===== src/rtl/hilo_muldiv_unit.sv =====
// HI/LO register owner with single-cycle multiply and 32-step restoring divide.
// Define HILO_MUL_ITER_EN to run MULT/MULTU through a 32-step shift-add datapath instead.
module hilo_muldiv_unit #(
  parameter int unsigned ITER_CYCLES = 32
) (
  input  logic        clk,
  input  logic        rst,
  input  logic        flush,
  input  logic        req_valid,
  input  logic [2:0]  req_op,
  input  logic [31:0] src_a,
  input  logic [31:0] src_b,
  output logic        stall,
  output logic        busy,
  output logic [31:0] hi_rdata,
  output logic [31:0] lo_rdata
);

  localparam int unsigned W        = 32;
  localparam int unsigned CNT_W    = $clog2(ITER_CYCLES);
  localparam logic [CNT_W-1:0] CNT_LAST = CNT_W'(ITER_CYCLES - 1);

  localparam logic [2:0] OP_MULT  = 3'd1;
  localparam logic [2:0] OP_MULTU = 3'd2;
  localparam logic [2:0] OP_DIV   = 3'd3;
  localparam logic [2:0] OP_DIVU  = 3'd4;
  localparam logic [2:0] OP_MTHI  = 3'd5;
  localparam logic [2:0] OP_MTLO  = 3'd6;

  typedef enum logic [1:0] {S_IDLE = 2'd0, S_DIV = 2'd1, S_MUL = 2'd2, S_DONE = 2'd3} state_t;

  state_t           state, state_nxt;
  logic [CNT_W-1:0] cnt, cnt_nxt;
  logic [W-1:0]     acc_hi, acc_hi_nxt, acc_lo, acc_lo_nxt, opnd, opnd_nxt;
  logic             q_neg, q_neg_nxt, r_neg, r_neg_nxt, dz, dz_nxt;
  logic [W-1:0]     hi, hi_nxt, lo, lo_nxt;

  // Operand decode: magnitudes for signed ops, raw values for unsigned ones
  logic         is_signed;
  logic [W-1:0] abs_a, abs_b;
  assign is_signed = (req_op == OP_MULT) || (req_op == OP_DIV);
  assign abs_a = (is_signed && src_a[W-1]) ? (~src_a + 32'd1) : src_a;
  assign abs_b = (is_signed && src_b[W-1]) ? (~src_b + 32'd1) : src_b;

`ifndef HILO_MUL_ITER_EN
  logic [2*W-1:0] ext_a, ext_b, product;
  assign ext_a   = {{W{is_signed & src_a[W-1]}}, src_a};
  assign ext_b   = {{W{is_signed & src_b[W-1]}}, src_b};
  assign product = ext_a * ext_b;
`endif

  // Restoring divide step: acc_hi is the partial remainder, acc_lo shifts dividend out / quotient in
  logic [W:0]   div_shift, div_diff;
  logic         div_ok;
  logic [W-1:0] div_hi, div_lo;
  assign div_shift = {acc_hi, acc_lo[W-1]};
  assign div_diff  = div_shift - {1'b0, opnd};
  assign div_ok    = ~div_diff[W];
  assign div_hi    = div_ok ? div_diff[W-1:0] : div_shift[W-1:0];
  assign div_lo    = {acc_lo[W-2:0], div_ok};

`ifdef HILO_MUL_ITER_EN
  // Shift-add multiply step: acc_lo holds the multiplier, product bits enter from the top
  logic [W:0]     mul_sum;
  logic [W-1:0]   mul_hi, mul_lo;
  logic [2*W-1:0] mul_res;
  assign mul_sum = {1'b0, acc_hi} + (acc_lo[0] ? {1'b0, opnd} : {(W+1){1'b0}});
  assign mul_hi  = mul_sum[W:1];
  assign mul_lo  = {mul_sum[0], acc_lo[W-1:1]};
  assign mul_res = q_neg ? (~{mul_hi, mul_lo} + 64'd1) : {mul_hi, mul_lo};
`endif

  always_comb begin
    state_nxt  = state;
    cnt_nxt    = cnt;
    acc_hi_nxt = acc_hi;
    acc_lo_nxt = acc_lo;
    opnd_nxt   = opnd;
    q_neg_nxt  = q_neg;
    r_neg_nxt  = r_neg;
    dz_nxt     = dz;
    hi_nxt     = hi;
    lo_nxt     = lo;
    stall      = 1'b0;
    busy       = 1'b0;
    case (state)
      S_IDLE: begin
        if (req_valid) begin
          case (req_op)
            OP_MTHI: hi_nxt = src_a;
            OP_MTLO: lo_nxt = src_a;
            OP_DIV, OP_DIVU: begin
              stall      = ~flush;
              state_nxt  = S_DIV;
              cnt_nxt    = '0;
              acc_hi_nxt = '0;
              acc_lo_nxt = abs_a;
              opnd_nxt   = abs_b;
              q_neg_nxt  = is_signed & (src_a[W-1] ^ src_b[W-1]);
              r_neg_nxt  = is_signed & src_a[W-1];
              dz_nxt     = (src_b == '0);
            end
            OP_MULT, OP_MULTU: begin
`ifdef HILO_MUL_ITER_EN
              stall      = ~flush;
              state_nxt  = S_MUL;
              cnt_nxt    = '0;
              acc_hi_nxt = '0;
              acc_lo_nxt = abs_b;
              opnd_nxt   = abs_a;
              q_neg_nxt  = is_signed & (src_a[W-1] ^ src_b[W-1]);
              r_neg_nxt  = 1'b0;
              dz_nxt     = 1'b0;
`else
              {hi_nxt, lo_nxt} = product;
`endif
            end
            default: ;
          endcase
        end
      end
      S_DIV: begin
        stall      = 1'b1;
        busy       = 1'b1;
        cnt_nxt    = cnt + CNT_W'(1);
        acc_hi_nxt = div_hi;
        acc_lo_nxt = div_lo;
        // Divide by zero keeps the all-ones quotient unnegated; remainder fix-up restores src_a
        if (cnt == CNT_LAST) begin
          state_nxt = S_DONE;
          hi_nxt    = r_neg ? (~div_hi + 32'd1) : div_hi;
          lo_nxt    = (q_neg && !dz) ? (~div_lo + 32'd1) : div_lo;
        end
      end
`ifdef HILO_MUL_ITER_EN
      S_MUL: begin
        stall      = 1'b1;
        busy       = 1'b1;
        cnt_nxt    = cnt + CNT_W'(1);
        acc_hi_nxt = mul_hi;
        acc_lo_nxt = mul_lo;
        if (cnt == CNT_LAST) begin
          state_nxt        = S_DONE;
          {hi_nxt, lo_nxt} = mul_res;
        end
      end
`endif
      S_DONE:  state_nxt = S_IDLE;
      default: state_nxt = S_IDLE;
    endcase
    // Flush wins over everything, including MTHI/MTLO and a final-step write
    if (flush) begin
      state_nxt = S_IDLE;
      cnt_nxt   = '0;
      hi_nxt    = hi;
      lo_nxt    = lo;
    end
  end

  always_ff @(posedge clk or posedge rst) begin
    if (rst) begin
      state  <= S_IDLE;
      cnt    <= '0;
      acc_hi <= '0;
      acc_lo <= '0;
      opnd   <= '0;
      q_neg  <= 1'b0;
      r_neg  <= 1'b0;
      dz     <= 1'b0;
      hi     <= '0;
      lo     <= '0;
    end else begin
      state  <= state_nxt;
      cnt    <= cnt_nxt;
      acc_hi <= acc_hi_nxt;
      acc_lo <= acc_lo_nxt;
      opnd   <= opnd_nxt;
      q_neg  <= q_neg_nxt;
      r_neg  <= r_neg_nxt;
      dz     <= dz_nxt;
      hi     <= hi_nxt;
      lo     <= lo_nxt;
    end
  end

  assign hi_rdata = hi;
  assign lo_rdata = lo;

endmodule


===== config.mk =====
export PLATFORM = sky130hd
export DESIGN_NAME = hilo_muldiv_unit
export DESIGN_NICKNAME = d
export VERILOG_FILES = /design/src/rtl/hilo_muldiv_unit.sv
export SDC_FILE = /design/constraint.sdc
export NUM_CORES = 2
export LEC_CHECK = 0
export ABC_AREA = 1
export BUFFER_PORTS_ARGS = -buffer_cell sky130_fd_sc_hd__buf_2
export CAP_MARGIN = 25
export CORE_MARGIN = 4
export CORE_UTILIZATION = 67
export DETAILED_ROUTE_END_ITERATION = 16
export HOLD_SLACK_MARGIN = 0.03
export PLACE_DENSITY = 0.85
export SETUP_SLACK_MARGIN = 0.2
export SYNTH_ARGS = -nofsm -noshare
export SYNTH_HDL_FRONTEND = slang
export SYNTH_SLANG_ARGS = --single-unit

===== constraint.sdc =====
create_clock -name clk -period 6.4 [get_ports clk]
set_clock_uncertainty 0.05 [all_clocks]
set_input_delay 0 -clock clk [delete_from_list [all_inputs] [get_ports clk]]
set_output_delay 0 -clock clk [all_outputs]
set_load 0.05 [all_outputs]

==> key figures <==
Synth
  – Post-synth top area cell: fa_1
  – Async S/R FF share, synth: 100%
  – Gate Count Post-Synth: 7173
  – Simple-gate share of the synthesized area: 20.3%
  – Post-Syn Area: 53600 sq um
  – Synth warn: 0
  – Mux contribution to synthesized area: 0%
  – Post-Synth XOR/XNOR Area: 1.59%
  – Unique masters post-synth: 53
  – Register bit total from synthesis: 170
  – Seq/Total Area, Yosys: 7.94%
  – Synth area leaders: fa_1 (42%), nand2_1 (13%), inv_1 (13%)
  – Synth Area in Compound Gates: 6.58%
  – Net count after synthesis: 8621
  – Number of flops mapped to enable cells by yosys: 0
  – Syn_area_per_cell: 7.47 sq um
  – Post-Synth Adder-Cell Area: 47.9%
  – Top-count cell post-synth: nand2_1
  – Largest family of logic cells by synthesized area: adder cells
  – Commonest cells in the netlist: nand2_1 (1914), inv_1 (1857), fa_1 (1126), nor2_1 (381), ha_1 (251)
  – Primary FF master, synth: dfrtp_1
  – Synth top area share: 42.1%

Placement
  – IO Port Bufs: 136
  – Placed insts: 8705
  – Dpl hpwl: 166000 um
  – Placer Congestion: 1.11
  – Setup WS pre-CTS: -1580 ps

Setup path
  – Slowest cell on the critical path: fa_1
  – Crit path max fanout: 17
  – CP required: 6690 ps
  – R2R Setup Slk: 1190 ps
  – CP startpoint kind: input pin
  – CP peak stage delay: 750 ps
  – Crit end category: flop
  – Crit Path Class: input pin to flop
  – Data arrival, critical path: 7660 ps

STA
  – Worst slew margin: 23.6%
  – Slew @ Worst Pin: 1150 ps
  – RSZ-0062 raised after global routing: true
  – FMAX: 136 MHz
  – Fin Setup TNS: -35630 ps
  – Fin Hold WS: 57.2 ps
  – Setup violations, final: 48
  – Max Slew Vio Count: 0
  – Fin worst setup slack: -964 ps
  – Min Tclk post-route: 7360 ps
  – Fin crit share: 115%
  – Hold Vio Cnt, Final: 0

Finish
  – Fin cells: 8836
  – Fillcell total: 4601
  – Multi-input logic area: 43600 sq um
  – Area grow syn2layout: 21.0%
  – Final Net Count: 9213
  – Layout cells sized above 1: 19.9%
  – Storage cell area: 4250 sq um

Detailed routing
  – Via/cell ratio: 6.10
  – Final ANT Viol Nets: 0
  – Number of remaining DRC errors: 0
  – First-pass iteration count of the detailed router: 13
  – Via Count: 53900
  – Iteration-0 DRC Markers: 6507
  – Final wirelength: 216000 um
  – Routed len/inst: 24.5 um

Clocking
  – Clock Tree Buf Depth: 2
  – Num CTS Buffers: 17
  – CTS tree: built
  – H-tree depth: 4
  – CTS clk-pin slew, worst paths: 80 ps
  – Clk_lat worst skew: 470 ps
  – Root Driver: clkbuf_16
  – CTS sink count: 170

Min path
  – Worst hold path class: input pin to flop

Floorplan
  – Width of the die: 291 um
  – Num ports: 137
  – Initial core utilization: 67.7%
  – Core area: 79100 sq um
  – Num rows: 103
  – Die span in y: 291 um
  – Die area: 84500 sq um

Outcome
  – Outcome: finished with violations
  – Failing checks: setup timing

Job
  – Max_cap viols: 0

GRT
  – First-pass GRT wire length: 311000 um
  – GR Overflow Total: 0
  – Initial antenna violation count: 11
  – Total track usage: 47.7%
  – Vias in the first global route: 56200
  – Largest net degree at the start of global routing: 108
area by class of cell:
cell class	instances	area share [%]
inverters	1868	10.9
diodes	9	0.0347
well taps	1050	2.03
clock buffers	18	0.678
repair buffers	923	12.4
multi-input cells	4785	67.2
flip-flops and latches	170	6.56
clock inverters	13	0.193
sequential cells by signal, summed over array words and instances, names as in the netlist:
name      cells
acc_hi       32
acc_lo       32
cnt           5
dz            1
hi_rdata     32
lo_rdata     32
opnd         32
q_neg         1
r_neg         1
state         2
worst paths after layout:
path | startpoint | endpoint | depth (start not counted)
max in group asynchronous | rst | opnd[13] | 5
worst min register to register | lo_rdata[18] | lo_rdata[18] | 2
worst min-delay path | req_valid | state[1] | 5
worst max register to register | acc_lo[31] | lo_rdata[26] | 28
worst max-delay path | src_b[0] | hi_rdata[2] | 33
min in group asynchronous | rst | state[1] | 4
worst max-delay path, delay by kind of cell:
family	cells	cell delay, ps
and+or+nand+nor	5	720
adders and majority gates	9	4380
AOI/OAI and AO/OA	6	770
buffers and inverters	13	1750
metal layers:
layer | GRT usage (%) | vias to the layer above | wire length, um
li1 | - | 22100 | -
met1 | 53.7 | 25600 | 65700
met2 | 75.3 | 4447 | 94200
met3 | 12.4 | 1776 | 28700
met4 | 42.2 | 10 | 27600
met5 | 0.340 | - | 172
cells in the final DEF (no fill, tap or decap), drive strengths merged, types with 17 or more instances in the layout:
| cell | n |
|---|---|
| nand2 | 1939 |
| inv | 1867 |
| fa | 1126 |
| buf | 912 |
| nor2 | 403 |
| ha | 251 |
| a21oi | 241 |
| o21ai | 218 |
| nand3 | 196 |
| dfrtp | 170 |
| xor2 | 71 |
| nand4 | 58 |
| a31oi | 42 |
| o22ai | 36 |
| nor3 | 32 |
| xnor2 | 26 |
| clkbuf | 25 |
| o211ai | 20 |
| or2 | 19 |
| o21bai | 17 |
through the flow:
step           cell area, sq um  util, %
3_5_place_dp              60700     76.8
5_1_grt                   64800     81.9
3_3_place_gp              60700     76.8
4_1_cts                   63200     79.9
2_1_floorplan             54400        -
6_report                  64800     81.9
logic make-up after synthesis:
group / Yosys count
AND/OR/NAND/NOR: 2684
buffers and inverters: 2218
AO/OA/AOI/OAI: 627
XOR/XNOR: 97
flip-flops: 170
adder cells (fa/ha/maj): 1377
repair_timing:
item | in CTS | in global routing
hold endpoints to repair | 113 | 8
setup buffers | 60 | 25
pin swaps | 162 | 134
hold buffers | 3 | 1
gates cloned | 0 | 1
gates resized for setup | 405 | 335
endpoints found under the setup margin | 52 | 54
Power is not shown: default switching activity piles up to over one toggle a cycle in this logic, so the estimate is an artifact.
